==> src/rtl/riscv_pkg.sv <==
// Shared RISC-V definitions used by the HPM sampling controller.
// Holds the sweep FSM state type and the sample record pushed into the FIFO.
package riscv_pkg;

    localparam logic [11:0] CSR_MHPM_COUNTER_3 = 12'hB03;

    typedef enum logic {
        IDLE = 1'b0,
        READ = 1'b1
    } hpm_smp_state_t;

    typedef struct packed {
        logic [4:0]  idx;
        logic [63:0] data;
        logic        last;
    } hpm_sample_t;

endpackage

==> src/rtl/hpm_sample_fifo.sv <==
// Synchronous FIFO for counter samples; FIFO_DEPTH must be a power of 2, at least 2.
// The head reads as all-zero while empty so idle outputs are clean.
module hpm_sample_fifo
    import riscv_pkg::*;
#(
    parameter int unsigned FIFO_DEPTH = 4,
    parameter type         T          = hpm_sample_t
) (
    input  logic clk_i,
    input  logic rstn_i,
    input  logic push_i,
    input  T     data_i,
    output logic full_o,
    input  logic pop_i,
    output logic empty_o,
    output T     data_o
);

    localparam int unsigned AW = $clog2(FIFO_DEPTH);

    T             r_mem [FIFO_DEPTH];
    logic [AW:0]  r_wr;
    logic [AW:0]  r_rd;
    logic         w_full;
    logic         w_empty;
    logic         w_push;
    logic         w_pop;

    // Extra pointer MSB distinguishes full from empty when the indices match.
    assign w_full  = (r_wr[AW] != r_rd[AW]) && (r_wr[AW-1:0] == r_rd[AW-1:0]);
    assign w_empty = (r_wr == r_rd);
    assign w_push  = push_i && !w_full;
    assign w_pop   = pop_i && !w_empty;

    assign full_o  = w_full;
    assign empty_o = w_empty;
    assign data_o  = w_empty ? T'('0) : r_mem[r_rd[AW-1:0]];

    always_ff @(posedge clk_i) begin
        if (w_push) begin
            r_mem[r_wr[AW-1:0]] <= data_i;
        end
    end

    always_ff @(posedge clk_i or negedge rstn_i) begin
        if (!rstn_i) begin
            r_wr <= '0;
            r_rd <= '0;
        end else begin
            if (w_push) begin
                r_wr <= r_wr + 1'b1;
            end
            if (w_pop) begin
                r_rd <= r_rd + 1'b1;
            end
        end
    end

endmodule

==> src/rtl/hpm_sample_ctrl.sv <==
// HPM sampling controller: sweeps selected counters through the shared CSR
// port on periodic or overflow triggers and queues {idx, value, last} samples.
module hpm_sample_ctrl
    import riscv_pkg::*;
#(
    parameter int unsigned CSR_ADDR_WIDTH   = 12,
    parameter int unsigned XLEN             = 64,
    parameter int unsigned HPM_NUM_COUNTERS = 29,
    parameter int unsigned FIFO_DEPTH       = 4,
    parameter int unsigned PERIOD_WIDTH     = 32
) (
    input  logic                        clk_i,
    input  logic                        rstn_i,
    input  logic                        csr_req_i,
    input  logic [CSR_ADDR_WIDTH-1:0]   csr_addr_i,
    input  logic                        csr_we_i,
    input  logic [XLEN-1:0]             csr_wdata_i,
    output logic [XLEN-1:0]             csr_rdata_o,
    output logic [CSR_ADDR_WIDTH-1:0]   hpm_addr_o,
    output logic                        hpm_we_o,
    output logic [XLEN-1:0]             hpm_data_o,
    input  logic [XLEN-1:0]             hpm_data_i,
    input  logic                        ovf_trig_i,
    input  logic                        cfg_en_i,
    input  logic [PERIOD_WIDTH-1:0]     cfg_period_i,
    input  logic [HPM_NUM_COUNTERS-1:0] cfg_mask_i,
    output logic                        smp_valid_o,
    input  logic                        smp_ready_i,
    output logic [4:0]                  smp_idx_o,
    output logic [XLEN-1:0]             smp_data_o,
    output logic                        smp_last_o,
    output logic                        busy_o,
    output logic [15:0]                 drop_cnt_o
);

    hpm_smp_state_t              r_state;
    logic [PERIOD_WIDTH-1:0]     r_timer;
    logic [4:0]                  r_ptr;
    logic [HPM_NUM_COUNTERS-1:0] r_mask;
    logic [15:0]                 r_drop;

    logic                        w_per_trig;
    logic                        w_trig;
    logic [4:0]                  w_bit;
    logic [HPM_NUM_COUNTERS-1:0] w_rem;
    logic                        w_last;
    logic [4:0]                  w_next_idx;
    logic [4:0]                  w_first_idx;
    logic                        w_grant;
    logic                        w_full;
    logic                        w_empty;
    logic                        w_pop;
    logic [CSR_ADDR_WIDTH-1:0]   w_ctr_addr;
    hpm_sample_t                 w_push_smp;
    hpm_sample_t                 w_head;

    function automatic logic [4:0] lowest_idx(input logic [HPM_NUM_COUNTERS-1:0] v);
        logic [4:0] idx;
        idx = '0;
        for (int unsigned i = HPM_NUM_COUNTERS; i > 0; i--) begin
            if (v[i-1]) begin
                idx = 5'(i + 2);
            end
        end
        return idx;
    endfunction

    assign w_per_trig = cfg_en_i && (cfg_period_i != '0) && (r_timer == PERIOD_WIDTH'(1));
    assign w_trig     = (w_per_trig || ovf_trig_i) && cfg_en_i;

    // Remaining mask with the current counter cleared; its lowest bit is the
    // next counter, and an empty remainder marks the current one as last.
    assign w_bit       = r_ptr - 5'd3;
    assign w_rem       = r_mask & ~({{(HPM_NUM_COUNTERS-1){1'b0}}, 1'b1} << w_bit);
    assign w_last      = (w_rem == '0);
    assign w_next_idx  = lowest_idx(w_rem);
    assign w_first_idx = lowest_idx(cfg_mask_i);

    assign w_grant = (r_state == READ) && cfg_en_i && !csr_req_i && !w_full;

    assign w_ctr_addr = CSR_ADDR_WIDTH'(CSR_MHPM_COUNTER_3)
                      + CSR_ADDR_WIDTH'(r_ptr) - CSR_ADDR_WIDTH'(3);

    always_comb begin
        csr_rdata_o = '0;
        hpm_addr_o  = '0;
        hpm_we_o    = 1'b0;
        hpm_data_o  = '0;
        if (csr_req_i) begin
            csr_rdata_o = hpm_data_i;
            hpm_addr_o  = csr_addr_i;
            hpm_we_o    = csr_we_i;
            hpm_data_o  = csr_wdata_i;
        end else if (r_state == READ) begin
            hpm_addr_o  = w_ctr_addr;
        end
    end

    always_ff @(posedge clk_i or negedge rstn_i) begin
        if (!rstn_i) begin
            r_timer <= '0;
        end else if (!cfg_en_i) begin
            r_timer <= cfg_period_i;
        end else if (cfg_period_i != '0) begin
            // A zero count (period enabled after the fact) reloads without firing.
            if ((r_timer == PERIOD_WIDTH'(1)) || (r_timer == '0)) begin
                r_timer <= cfg_period_i;
            end else begin
                r_timer <= r_timer - PERIOD_WIDTH'(1);
            end
        end
    end

    always_ff @(posedge clk_i or negedge rstn_i) begin
        if (!rstn_i) begin
            r_drop <= '0;
        end else if (w_trig && (r_state == READ) && (r_drop != 16'hFFFF)) begin
            r_drop <= r_drop + 16'd1;
        end
    end

    always_ff @(posedge clk_i or negedge rstn_i) begin
        if (!rstn_i) begin
            r_state <= IDLE;
            r_ptr   <= '0;
            r_mask  <= '0;
        end else begin
            case (r_state)
                IDLE: begin
                    if (w_trig && (cfg_mask_i != '0)) begin
                        r_state <= READ;
                        r_mask  <= cfg_mask_i;
                        r_ptr   <= w_first_idx;
                    end
                end
                READ: begin
                    if (!cfg_en_i) begin
                        r_state <= IDLE;
                    end else if (w_grant) begin
                        r_mask <= w_rem;
                        if (w_last) begin
                            r_state <= IDLE;
                        end else begin
                            r_ptr <= w_next_idx;
                        end
                    end
                end
                default: r_state <= IDLE;
            endcase
        end
    end

    assign w_push_smp.idx  = r_ptr;
    assign w_push_smp.data = hpm_data_i;
    assign w_push_smp.last = w_last;

    assign w_pop = !w_empty && smp_ready_i;

    hpm_sample_fifo #(
        .FIFO_DEPTH (FIFO_DEPTH),
        .T          (hpm_sample_t)
    ) u_fifo (
        .clk_i   (clk_i),
        .rstn_i  (rstn_i),
        .push_i  (w_grant),
        .data_i  (w_push_smp),
        .full_o  (w_full),
        .pop_i   (w_pop),
        .empty_o (w_empty),
        .data_o  (w_head)
    );

    assign smp_valid_o = !w_empty;
    assign smp_idx_o   = w_head.idx;
    assign smp_data_o  = w_head.data;
    assign smp_last_o  = w_head.last;
    assign busy_o      = (r_state == READ);
    assign drop_cnt_o  = r_drop;

endmodule

==> config.mk <==
export PLATFORM = sky130hd
export DESIGN_NAME = hpm_sample_ctrl
export DESIGN_NICKNAME = d
export VERILOG_FILES = /design/src/rtl/riscv_pkg.sv /design/src/rtl/hpm_sample_fifo.sv /design/src/rtl/hpm_sample_ctrl.sv
export SDC_FILE = /design/constraint.sdc
export NUM_CORES = 1
export LEC_CHECK = 0
export ABC_AREA = 1
export ABC_CLOCK_PERIOD_IN_PS = 6100
export BUFFER_PORTS_ARGS = -buffer_cell sky130_fd_sc_hd__buf_4
export CAP_MARGIN = 20
export CORE_UTILIZATION = 54
export DETAILED_ROUTE_END_ITERATION = 16
export HOLD_SLACK_MARGIN = 0.05
export MAX_ROUTING_LAYER = met4
export PLACE_DENSITY = 0.81
export SYNTH_ARGS = -nofsm -noshare
export SYNTH_HDL_FRONTEND = slang
export SYNTH_HIERARCHICAL = 1
export SYNTH_SLANG_ARGS = --single-unit
export TNS_END_PERCENT = 1
==> constraint.sdc <==
create_clock -name clk_i -period 6.1 [get_ports clk_i]
set_input_delay 1.22 -clock clk_i [delete_from_list [all_inputs] [get_ports clk_i]]
set_output_delay 1.22 -clock clk_i [all_outputs]
set_load 0.01 [all_outputs]
# After elaboration in Yosys (flattened, before gate mapping)
# Memory sizes are Yosys's and may differ from the RTL's.
# Index checks and enable logic that the tools add are counted.
[totals] regBits=89 ramBits=280 mem_count=1 wordCells=136 romBits=0 output_inout_bits=229 latch_bits=0 input_bits=208
[memory_table] name="u_fifo.r_mem" depth=4 width=70 read_ports=1 rd_ports_with_merged_regs=0 wr=1 line_no="hpm_sample_fifo.sv:21" rtl="T r_mem [FIFO_DEPTH];"
[classes] shifts=1 n_div=0 eq_ne=10 n_addsub=7 reduce_logical=24 mul=0 n_bitwise=3 muxes=83 magnitude_cmp=0
[op_table] cell="two-way mux 5 bit" count=62
[op_table] cell="two-way mux 64 bit" count=2
[op_table] cell="two-way mux 32 bit" count=3
[op_table] cell="two-way mux 29 bit" count=3
[op_table] cell="two-way mux 70 bit" count=1
[op_table] cell="case mux 29 bit (2 select lines)" count=1
[op_table] cell="equality test 32 x 1 -> 1 bit (second input constant)" count=1
[op_table] cell="zero test 32 bit" count=1
[op_table] cell="nonzero test 32 bit" count=1
[op_table] cell="subtractor 32 x 1 -> 32 bit (second input constant)" count=1
[op_table] cell="bitwise AND 29 bit" count=1
[op_table] cell="zero test 29 bit" count=1
[op_table] cell="NOT 29 bit" count=1
[op_table] cell="nonzero test 29 bit" count=1
[op_table] cell="left shift 1 x 5 -> 29 bit (first input constant)" count=1
[op_table] cell="two-way mux 12 bit" count=2
[op_table] cell="adder 16 x 1 -> 16 bit (second input constant)" count=1
[op_table] cell="!= test 16 bit (second input constant)" count=1
[op_table] cell="logical AND 1 bit" count=13
[op_table] cell="adder 12 x 5 -> 12 bit (first input constant)" count=1
[op_table] cell="subtractor 12 x 2 -> 12 bit (second input constant)" count=1
[op_table] cell="case mux 5 bit (2 select lines)" count=1
[op_table] cell="two-way mux 1 bit" count=7
[op_table] cell="adder 3 x 1 -> 3 bit (second input constant)" count=2
[op_table] cell="other kinds (12)" count=18

# Depth between registers and ports, before layout
[depth] ltp_word=37 mapped_depth=32 depth_no_buf=32

# Hierarchy
# The synthesis kept the hierarchy.
[modules_own_cells] module="hpm_sample_fifo" area_each_um2=11509.8 seq_area_each_um2=8558.2 cells_each=959 n_inst=1
[modules_own_cells] module="hpm_sample_ctrl" area_each_um2=6956.7 seq_area_each_um2=2077.0 cells_each=1145 n_inst=1

# Worst setup path before layout
# OpenSTA, ideal clock, no wires.
[synth_timing] kind="in2reg" from="input port csr_req_i" to="memory u_fifo/r_mem[0][0] (netlist bit), enable pin" arrival_time_ps=4943 stages=5 path_slack_ps=658 t_required_ps=5601 path_buffers=1 setup_time_ps=499 cell_sequence="clkbuf_1 > or2_2 > nor2_1 > nand2_1 > nor2_1"
[synth_via] elab_chain_cells=6
[synth_lines] element="from (decl)" line_no="hpm_sample_ctrl.sv:14" rtl="input logic csr_req_i,"
[synth_lines] element="zero test 1 bit" line_no="hpm_sample_ctrl.sv:79" rtl="assign w_grant = (r_state == READ) && cfg_en_i && !csr_req_i && !w_full;"
[synth_lines] element="logical AND 1 bit (2 in a row)" line_no="hpm_sample_ctrl.sv:79"
[synth_lines] element="net w_grant" line_no="hpm_sample_ctrl.sv:49" rtl="logic w_grant;"
[synth_lines] element="logical AND 1 bit" line_no="hpm_sample_fifo.sv:32" rtl="assign w_push = push_i && !w_full;"
[synth_lines] element="two-way mux 1 bit" line_no="hpm_sample_fifo.sv:40" rtl="if (w_push) begin"
[synth_lines] element="two-way mux 1 bit (not written as such)" line_no="hpm_sample_fifo.sv:41" rtl="r_mem[r_wr[AW-1:0]] <= data_i;"
[synth_lines] element="to (decl)" line_no="hpm_sample_fifo.sv:21"
# The timed path passes the listed nets, and every way through them passes these cells.

# Worst setup path in the final report
[layout_timing] from="register u_fifo.r_rd[0]" to="output port smp_idx_o[2]"
[layout_via] elab_chain_cells=2 word_cells_on_any_way=3 classes_between="eq/ne: 1; mux: 1; memory: 1"
[layout_lines] element="from (decl)" line_no="hpm_sample_fifo.sv:23" rtl="logic [AW:0] r_rd;"
[layout_lines] element="from (signal assigned)" line_no="hpm_sample_fifo.sv:54" rtl="r_rd <= r_rd + 1'b1;"
[layout_lines] element="memory (4 x 70 bit) or equality test 3 bit (tied branches)"
[layout_lines] element="two-way mux 70 bit *" line_no="hpm_sample_fifo.sv:37" rtl="assign data_o = w_empty ? T'('0) : r_mem[r_rd[AW-1:0]];"
[layout_lines] element="to (decl)" line_no="hpm_sample_ctrl.sv:29" rtl="output logic [4:0] smp_idx_o,"
# Every way passes the cells marked *; elsewhere a longest branch is shown, timed or not.

==> flow_summary.ini <==
[cells_and_area]
final_cell_mix = 449 x buf_4, 431 x nand2_1, 315 x nor2_1, 298 x inv_1, 280 x edfxtp_1
syn2layout_area_growth_pct = 26.33
drive_gt1_share_pct = 22.66
postLayoutCoreUtil_pct = 69.40
fin_area_um2 = 23330
fin_cells = 2973
layout_commonest_cell = buf_4
nets = 2710

[placed_design]
port_buffers = 436
dp.cells = 2902
placed_area_um2 = 21970
gp_congestion = 0.9515
hpwl_mm = 32.96

[route]
detail_route.vias_per_cell = 5.335
drt-wirelength-per-cell_um = 16.62
drt_iter0_drc = 1536
first_pass_iters = 5
antenna_left = 0
vias = 15860
drt-total-wl_mm = 49.40
drc = 0

[floorplanning]
fp.dieH_um = 186.9
start_util_pct = 54.93
core_um2 = 33620
rows = 67
die-area_um2 = 34940
die_w_um = 186.9
io_pins = 437

[clock_tree]
cts_hold_buf = 0
postCtsSetupBuffers = 0
max-clock-path-buffers = 3
worstSkewPairLatency_ns = 0.52
root_buffer = clkbuf_16
cts_tree = built
cts.repair.resized = 0
htree_levels = 2
cts_buffers = 38
cts.clk_slew.worst_paths_ns = 0.06
clkSinkCount = 369

[critical_path]
crit_slowest_cell = buf_4
cpPeakStageDelay_ns = 0.73
crit_chain = inv_4 -> buf_4 -> o21ai_0 -> o21ai_1 -> nand2_1 -> inv_1 -> buf_4
critPathKind = reg -> out
cp_num_buf_inv = 4
cp_common_cell = buf_4
crit_family = buffers and inverters
crit_fanout = 82
critPathLaunchType = flop
endpoint_kind = output pin
cp_data_required_time_ns = 4.88
worstPathArrival_ns = 3.38

[synthesis]
synth_nets = 2320
synthDistinctLibCells = 51
ys.warnings.count = 6
synth_area_leaders = edfxtp_1 46%, dfrtp_1 12%, nand2_1 8.8%, o21ai_0 7.1%, nor2_1 6.5%
ys_ff_latch = 369
netlist.top_cell.by_area = edfxtp_1
mappedNetlistArea_um2 = 18470
seq_area_frac_synth_pct = 57.59
syn_area_per_cell_um2 = 8.777
yosysTopAreaCellShare_pct = 45.53
synthCells = 2104

[grt]
grt_usage_pct = 28.63
overflow = 0
grt_start_max_net_pins = 103
antenna_found_initial = 0
grt_pass1_vias = 15180
grt_pass1_wl_mm = 77.46

[timing]
final_hold_viol_count = 0
rsz0062_at_grt = false
finalSetupViolations = 0
holdWs_ns = 0.5094
finalMaxSlewViolations = 0
tightest_slew_ns = 1.106
fmax_ghz = 0.2174
min_period_ns = 4.600
fin_setup_tns_ns = 0
slew_headroom_pct = 26.28
skew_ns = 0.01598
layout_worst_path_cycle_share_pct = 75.42

[power]
power.leakage_uw = 0.01085
power_density_nw_per_um2 = 381.0
ir_worst_vdd_mv = 0.3115

[job]
drv_cap = 0

[worst_hold_path]
min_path_type = reg -> reg

[status]
run_status = completed
[worst paths after layout]
kind                                      from            endpoint  slack, ns  depth (start not counted)
worst min register to register  drop_cnt_o[14]      drop_cnt_o[14]       0.51                          1
min in group asynchronous               rstn_i       drop_cnt_o[1]       0.66                          1
max in group asynchronous               rstn_i      u_fifo/r_rd[1]       4.25                          2
worst min-delay path            drop_cnt_o[14]      drop_cnt_o[14]       0.51                          1
worst max-delay path            u_fifo/r_rd[0]        smp_idx_o[2]       1.50                          7
worst max register to register  u_fifo/r_rd[0]  u_fifo/r_mem[2][1]       2.03                         10
[synth_stat cells (all sizes together)]
master / count
nand3b: 1
buf: 45
a31o: 4
or3: 1
nand2: 434
o22ai: 2
nor4: 18
o221ai: 1
a211oi: 1
clkinv: 2
a31oi: 8
nor3b: 3
a311oi: 1
nand4: 14
ha: 8
a21oi: 41
a32oi: 1
xnor2: 6
or2: 2
o21a: 2
nor2: 330
inv: 319
a22oi: 3
xor2: 21
nor3: 16
mux2: 1
o21ai: 312
a221oi: 1
edfxtp: 280
nand3: 52
clkbuf: 55
o31ai: 5
o21bai: 6
dfrtp: 89
o211ai: 19
[worst register-to-register path, stage by stage, from the launching register on]
cell and delay [ns]:
dfrtp_4 0.74, inv_4 0.34, nand2_1 0.14, nand2_1 0.11, nand3_1 0.22, inv_1 0.06, or2_2 0.31, nor2_1 0.22
nand2_1 0.26, nor2_4 0.86, buf_4 0.48
[state kept, by name, summed over array words and instances (netlist names)]
| register | count |
|---|---|
| r_timer | 32 |
| u_fifo/r_wr | 3 |
| u_fifo/r_mem | 280 |
| drop_cnt_o | 16 |
| u_fifo/r_rd | 3 |
| r_mask | 29 |
| busy_o | 1 |
| r_ptr | 5 |
[cell families after synthesis]
group | after synthesis | synth area share [%]
mux | 1 | 0.06098
compound gates | 407 | 11.91
fa+ha+maj | 8 | 0.5421
flops | 369 | 57.59
xor+xnor | 27 | 1.281
buf+inv | 421 | 9.249
simple gates | 871 | 19.36
[report_power, final]
| part | switching (uW) | internal [uW] | leakage (uW) |
|---|---|---|---|
| logic | 2000 | 1260 | 0.00663 |
| registers | 220 | 2910 | 0.00356 |
| clock network | 945 | 1550 | 0.000660 |
| total | 3170 | 5720 | 0.0109 |
[metrics by stage]
step	setup slack (ns)	total power, uW
after global routing	1.311	9417
after detailed placement	1.862	6405
final	1.500	8889
after CTS	1.549	8914
after global placement	1.933	6332
after floorplan	0.6580	5087
[area by class of cell]
type,count,area [um^2]
Sequential cell,369,10640
Multi-Input combinational cell,1314,6165
Antenna cell,1,2.502
Clock buffer,51,1041
Inverter,321,1209
Tap cell,448,560.5
Clock inverter,19,317.8
Timing Repair Buffer,450,3391
Fill cell,2486,10290
[layer usage]
metal | GRT usage [%] | vias to the layer above | part of all wire [%]
met4 | 8.827 | 0 | 2.6
met1 | 37.24 | 7495 | 42
met5 | - | - | 0
li1 | - | 7620 | -
met3 | 4.221 | 94 | 7.3
met2 | 46.58 | 652 | 48
(Power assumes the default switching activity.)
